==> src/rtl/freq_divider_bank.sv <==
// Bank of NCH independent programmable clock dividers with glitch-free divisor updates.
// Optional bank-wide phase restart port `sync` is compiled in when FDIV_SYNC_EN is defined.
module freq_divider_bank #(
    parameter int NCH         = 4,
    parameter int CW          = 32,
    parameter int DEFAULT_DIV = 2500,
    localparam int SELW       = (NCH > 1) ? $clog2(NCH) : 1
) (
    input  logic            clk,
    input  logic            rst,
    input  logic [NCH-1:0]  en,
    input  logic            wr_en,
    input  logic [SELW-1:0] wr_sel,
    input  logic [CW-1:0]   wr_data,
    output logic [NCH-1:0]  clk_div,
    output logic [NCH-1:0]  tick
`ifdef FDIV_SYNC_EN
    ,
    input  logic            sync
`endif
);

    localparam logic [CW-1:0] RST_DIV = CW'(DEFAULT_DIV);

    logic sync_s;

    // Bank-wide restart request; constant low when the feature is not built in.
    always_comb begin
`ifdef FDIV_SYNC_EN
        sync_s = sync;
`else
        sync_s = 1'b0;
`endif
    end

    for (genvar g = 0; g < NCH; g++) begin : g_ch
        // Each channel decodes its own index, so out-of-range selects match no channel.
        localparam logic [SELW-1:0] IDX = SELW'(g);

        logic [CW-1:0] cnt_r, act_r, pend_r;
        logic [CW-1:0] cnt_s, act_s, pend_s, next_div_s;
        logic          div_r, div_s, tick_r, tick_s, hit_s;

        // Next-state decode: sync > terminal count > increment/hold.
        always_comb begin
            cnt_s      = cnt_r;
            act_s      = act_r;
            div_s      = div_r;
            tick_s     = 1'b0;
            hit_s      = wr_en && (wr_sel == IDX);
            next_div_s = hit_s ? wr_data : pend_r;
            pend_s     = next_div_s;
            if (sync_s) begin
                cnt_s = '0;
                div_s = 1'b0;
                act_s = next_div_s;
            end else if (en[g]) begin
                if (cnt_r == act_r) begin
                    cnt_s  = '0;
                    div_s  = ~div_r;
                    tick_s = 1'b1;
                    act_s  = next_div_s;
                end else begin
                    cnt_s = cnt_r + CW'(1);
                end
            end else begin
                // A stopped channel has no half-period to protect, so writes apply at once.
                if (hit_s) begin
                    act_s = wr_data;
                end else begin
                    act_s = act_r;
                end
            end
        end

        // Channel state registers with asynchronous reset to the default divisor.
        always_ff @(posedge clk or negedge rst) begin
            if (!rst) begin
                cnt_r  <= '0;
                act_r  <= RST_DIV;
                pend_r <= RST_DIV;
                div_r  <= 1'b0;
                tick_r <= 1'b0;
            end else begin
                cnt_r  <= cnt_s;
                act_r  <= act_s;
                pend_r <= pend_s;
                div_r  <= div_s;
                tick_r <= tick_s;
            end
        end

        assign clk_div[g] = div_r;
        assign tick[g]    = tick_r;
    end

endmodule

==> config.mk <==
export PLATFORM = sky130hd
export DESIGN_NAME = freq_divider_bank
export DESIGN_NICKNAME = d
export VERILOG_FILES = /design/src/rtl/freq_divider_bank.sv
export SDC_FILE = /design/constraint.sdc
export NUM_CORES = 1
export LEC_CHECK = 0
export CAP_MARGIN = 20
export CORE_UTILIZATION = 57
export CTS_BUF_LIST = sky130_fd_sc_hd__clkbuf_8
export CTS_CLUSTER_DIAMETER = 200
export DETAILED_ROUTE_END_ITERATION = 16
export GPL_ROUTABILITY_DRIVEN = 0
export PLACE_DENSITY = 0.74
export SLEW_MARGIN = 10
export SYNTH_ARGS = -nofsm -noshare
export SYNTH_HDL_FRONTEND = slang
export SYNTH_SLANG_ARGS = --single-unit
==> constraint.sdc <==
create_clock -name clk -period 3.8 [get_ports clk]
set_input_delay 0.57 -clock clk [delete_from_list [all_inputs] [get_ports clk]]
set_output_delay 0.57 -clock clk [all_outputs]
set_load 0.01 [all_outputs]
# After elaboration in Yosys (flattened, before gate mapping)
# Index checks and enable logic that the tools add are counted.
word_totals:
  ramBits: 0
  romBits: 0
  latchBits: 0
  input_bits: 41
  regBits: 392
  memories: 0
classes:
  n_addsub: 4
  eq_ne: 11
  muxes: 28
  magnitude_cmp: 0
  shift: 0
  div: 0
  n_reduce_logical: 17
  multipliers: 0
  n_bitwise: 4
op_table:
  columns: ["cell", "count"]
  rows:
  - ["$mux 32", 20]
  - ["$add 32x1->32 const B", 4]
  - ["$eq 32x32->1", 4]
  - ["$reduce_and 2->1", 8]
  - ["$mux 1", 8]
  - ["$ne 2x1->1 const B", 4]
  - ["$reduce_bool 2->1", 4]
  - ["$eq 2x2->1 const B", 2]
  - ["$logic_and 1x1->1", 4]
  - ["$not 1->1", 4]
  - ["$eq 2x1->1 const B", 1]
  - ["$logic_not 2->1", 1]

# Depth between registers and ports, before layout
depth:
  word_depth: 5
  ltp_mapped: 10
  depth_no_buf: 8

# Worst setup path before layout
# OpenSTA, ideal clock, no wires.
synth_timing:
  kind: "input to register"
  start: "input en[1]"
  end: "register g_ch[1].cnt_r[22]"
  t_arrival_ns: 2.436
  stages: 8
  setup_slack_ns: 1.285
  setup_ns: 0.078
  path_cell_list: "buf_4 nand4_1 or4_1 buf_2 or4_4 buf_6 or3_1 a21oi_1"
synth_lines:
  columns: ["item", "line_no", "source"]
  rows:
  - ["start, declared", "11", "input logic [NCH-1:0] en,"]
  - ["end signal, assigned", "85", "cnt_r <= cnt_s;"]
  - ["end, declared", "40", "logic [CW-1:0] cnt_r, act_r, pend_r;"]

# Final worst setup path
layout_timing:
  start: "register g_ch[0].cnt_r[25]"
  end: "register g_ch[0].div_r"
layout_via:
  elab_chain_len: 2
layout_lines:
  columns: ["item", "line_no", "source"]
  rows:
  - ["start, declared", "40", null]
  - ["start signal, assigned", "85", null]
  - ["$eq 32x32->1", "58", "if (cnt_r == act_r) begin"]
  - ["$reduce_and 2->1 (no source line)", null, null]
  - ["end signal, assigned", "88", "div_r <= div_s;"]
  - ["end, declared", "42", "logic div_r, div_s, tick_r, tick_s, hit_s;"]
# Every way passes these cells.
# A chain may end at the register's enable or synchronous reset.

==> results.md <==
* Status: finished, final reports clean
* I/O Pins at between 40 and 50
* Final Hold Viols at 0
* Synth area leader: dfrtp_1
* Worst hold path class: primary input to asynchronous set/reset pin
* Share of cells above drive strength 1 at 0.219
* Count of maximum capacitance violations at 0
* Starting Density at 0.583
* Gr ovfl total at 0
* Post-synthesis cell count at 1889
* Relative slew slack at 0.345
* # rows at 67
* Initial DRC Count at 1157
* Final wirelength at 50000 um
* Slowest-stage cell, CP: inv_1
* Routed WL per cell at ~21 um
* Total CTS buffers at 68
* Worst skew pair latency at a little over 0.6 ns
* CP max stage delay at 0.73 ns
* Final Setup Violations at 0
* Main synth FF type: dfrtp_1
* DR DRC count at 0
* Tot GR Track Use at 0.293
* Setup TNS Final at 0 ns
* Number of diodes at 0
* Clock Tree Buf Depth at 3
* RSZ-0062 raised after global routing: no
* Post-synth cell types at 54
* Worst hold slack at 0.0780 ns
* Post-synth EDFFs at 0
* Post-CTS Resized at 0
* DP HPWL at 32300 um
* Cts hold-fix bufs at 0
* Vias at 14900
* Tightest Pin Transition at 0.982 ns
* Die height at ~190 um
* DRT antenna net count at 0
* Number of detailed-route iterations in the first pass at 8
* Power per Cell Area at slightly below 500 nW/um^2
* Nets at 1954
* Yosys warns at 0
* First-pass GRT wire length at a little over 80000 um
* Kind of critical path: flop to flop
* Die Footprint at 35300 um^2
* Die W at 188 um
* Worst path arrival time at 3.55 ns
* H-tree depth at 3
* Clock Pin Slew Worst Setup and Hold Paths at ~0.06 ns
* Most frequent cells in the layout: dfrtp_1, nand2_1, nor2_1
* WP buf/inv at 2
* Pwr Total at 10800 uW
* Top-area cell type share of the netlist area at 0.447
* Via density at about 6.2
* IO Port Bufs at 48
* Synthesized Nets at between 1500 and 2000
* Critical Path Start Type: flop
* Worst-path cell chain: xnor2_1 > nand4_1 > nor4_1 > and2_1 > nand2_1 > inv_1 > buf_4 > xor2_1
* Final period util at 0.796
* Max-slew violation count at 0
* Area contributors post-synth: dfrtp_1, mux2_2, xnor2_1
* Max Fclk at 331 MHz
* # Post-CTS Setup Buffers at 0
* Largest net degree at the start of global routing at between 100 and 150
* PnR worst setup slack at 0.776 ns
* Number of global-route vias before repair at between 10000 and 15000
* Worst Clk Skew at between 0.015 and 0.02 ns
* Minimum clock period at 3.02 ns
* Commonest non-fill, non-tap cell in the layout: dfrtp_1
* Pre-CTS setup slack at ~0.66 ns
* Crit-path max FO at 34
* Antenna violations before repair at 1
* Delay-heaviest family, CP: buffers and inverters
* Peak supply drop at between 0.0003 and 0.0004 V
* Post-synthesis async set-or-reset flop share at 1.00
* CTS Sinks at between 300 and 400
* Synthesized cell area at 19700 um^2
* Fillers at 2628
* Mean post-synth cell area at 10.4 um^2
* Sequential element share of the synthesized area at 0.501
* Worst Setup End Kind: flop
* CTS tree: built
* Seq cells post-synth at 392
* Critical path data required time at 4.32 ns
* CTS root buf: clkbuf_8
* Core Box Area at roughly 34000 um^2
* Leakage at 0.00927 uW
* Area grow syn2layout at 11.6%
cells in the mapped netlist, types with 31 or more instances:
cell type    n
a211oi_1    31
a21oi_1     60
clkbuf_1    85
dfrtp_1    352
dfstp_2     40
inv_1       54
mux2_2     130
nand2_1    141
nand2b_1    44
nand3_1     44
nand4_1     78
nor2_1     142
nor4_1      49
o211ai_1    31
o21a_1      31
o21ai_0     71
o221a_2     62
or3b_2      31
xnor2_1    138
xor2_1      76
kinds of logic after synthesis:
kind of cell | count (synthesis) | synth area share
muxes | 134 | 0.0764
xor gates and xnor gates | 214 | 0.0952
buffers and inverters | 201 | 0.0426
DFF | 392 | 0.501
AOI/OAI and AO/OA | 303 | 0.111
adders and majority gates | 4 | 0.00254
and+or+nand+nor | 641 | 0.171
path summary, 6_finish.rpt:
kind	startpoint	end	slack, ns	cells after the start
max in group asynchronous	rst	g_ch[2].pend_r[2]$_DFF_PN1_	2.75	2
min in group clk	g_ch[0].div_r$_DFFE_PN0P_	g_ch[0].div_r$_DFFE_PN0P_	0.46	1
max reg2reg	g_ch[0].cnt_r[25]$_DFFE_PN0P_	g_ch[0].div_r$_DFFE_PN0P_	0.78	8
min reg2reg	g_ch[0].div_r$_DFFE_PN0P_	g_ch[0].div_r$_DFFE_PN0P_	0.46	1
min	rst	g_ch[2].cnt_r[4]$_DFFE_PN0P_	0.08	1
max	g_ch[0].cnt_r[25]$_DFFE_PN0P_	g_ch[0].div_r$_DFFE_PN0P_	0.78	8
sequential cells by signal (all words and copies together), names as in the netlist:
name,count
g_ch.cnt_r,128
g_ch.pend_r,128
g_ch.act_r,128
g_ch.div_r,4
g_ch.tick_r,4
through the flow:
stage	utilization	area [um^2]	cells
after global placement	0.609	20600	2287
final	0.651	22000	2406
after detailed placement	0.609	20600	2287
after global routing	0.651	22000	2406
after floorplan	-	19700	1889
after CTS	0.651	22000	2406
worst reg2reg max path, delay by kind of cell, from the launching register on:
family | cells | cell delay, ns
simple gates | 4 | 0.85
flops | 1 | 0.43
xor+xnor | 2 | 0.49
buf+inv | 2 | 1.19
final cells by class:
cell class	count	area (um^2)	area share
Clock inverter	28	154	0.00700
Inverter	56	210	0.00956
Clock buffer	91	1250	0.0570
Sequential cell	392	9860	0.449
Timing Repair Buffer	95	901	0.0410
Multi-Input combinational cell	1296	9040	0.411
Tap cell	448	561	0.0255
power by group:
| part | leakage, uW | switching, uW | internal [uW] | total, uW |
|---|---|---|---|---|
| combinational | 0.00382 | 718 | 861 | 1580 |
| clock | 0.000794 | 1750 | 2200 | 3950 |
| sequential | 0.00466 | 499 | 4820 | 5320 |
| total | 0.00927 | 2960 | 7880 | 10800 |
routing by layer:
metal	GRT usage	routed length (um)
met5	0	0
met2	0.455	23400
met1	0.412	21800
met4	0.0916	1260
met3	0.0625	3470
No activity file was read; power rests on OpenSTA's default activity.
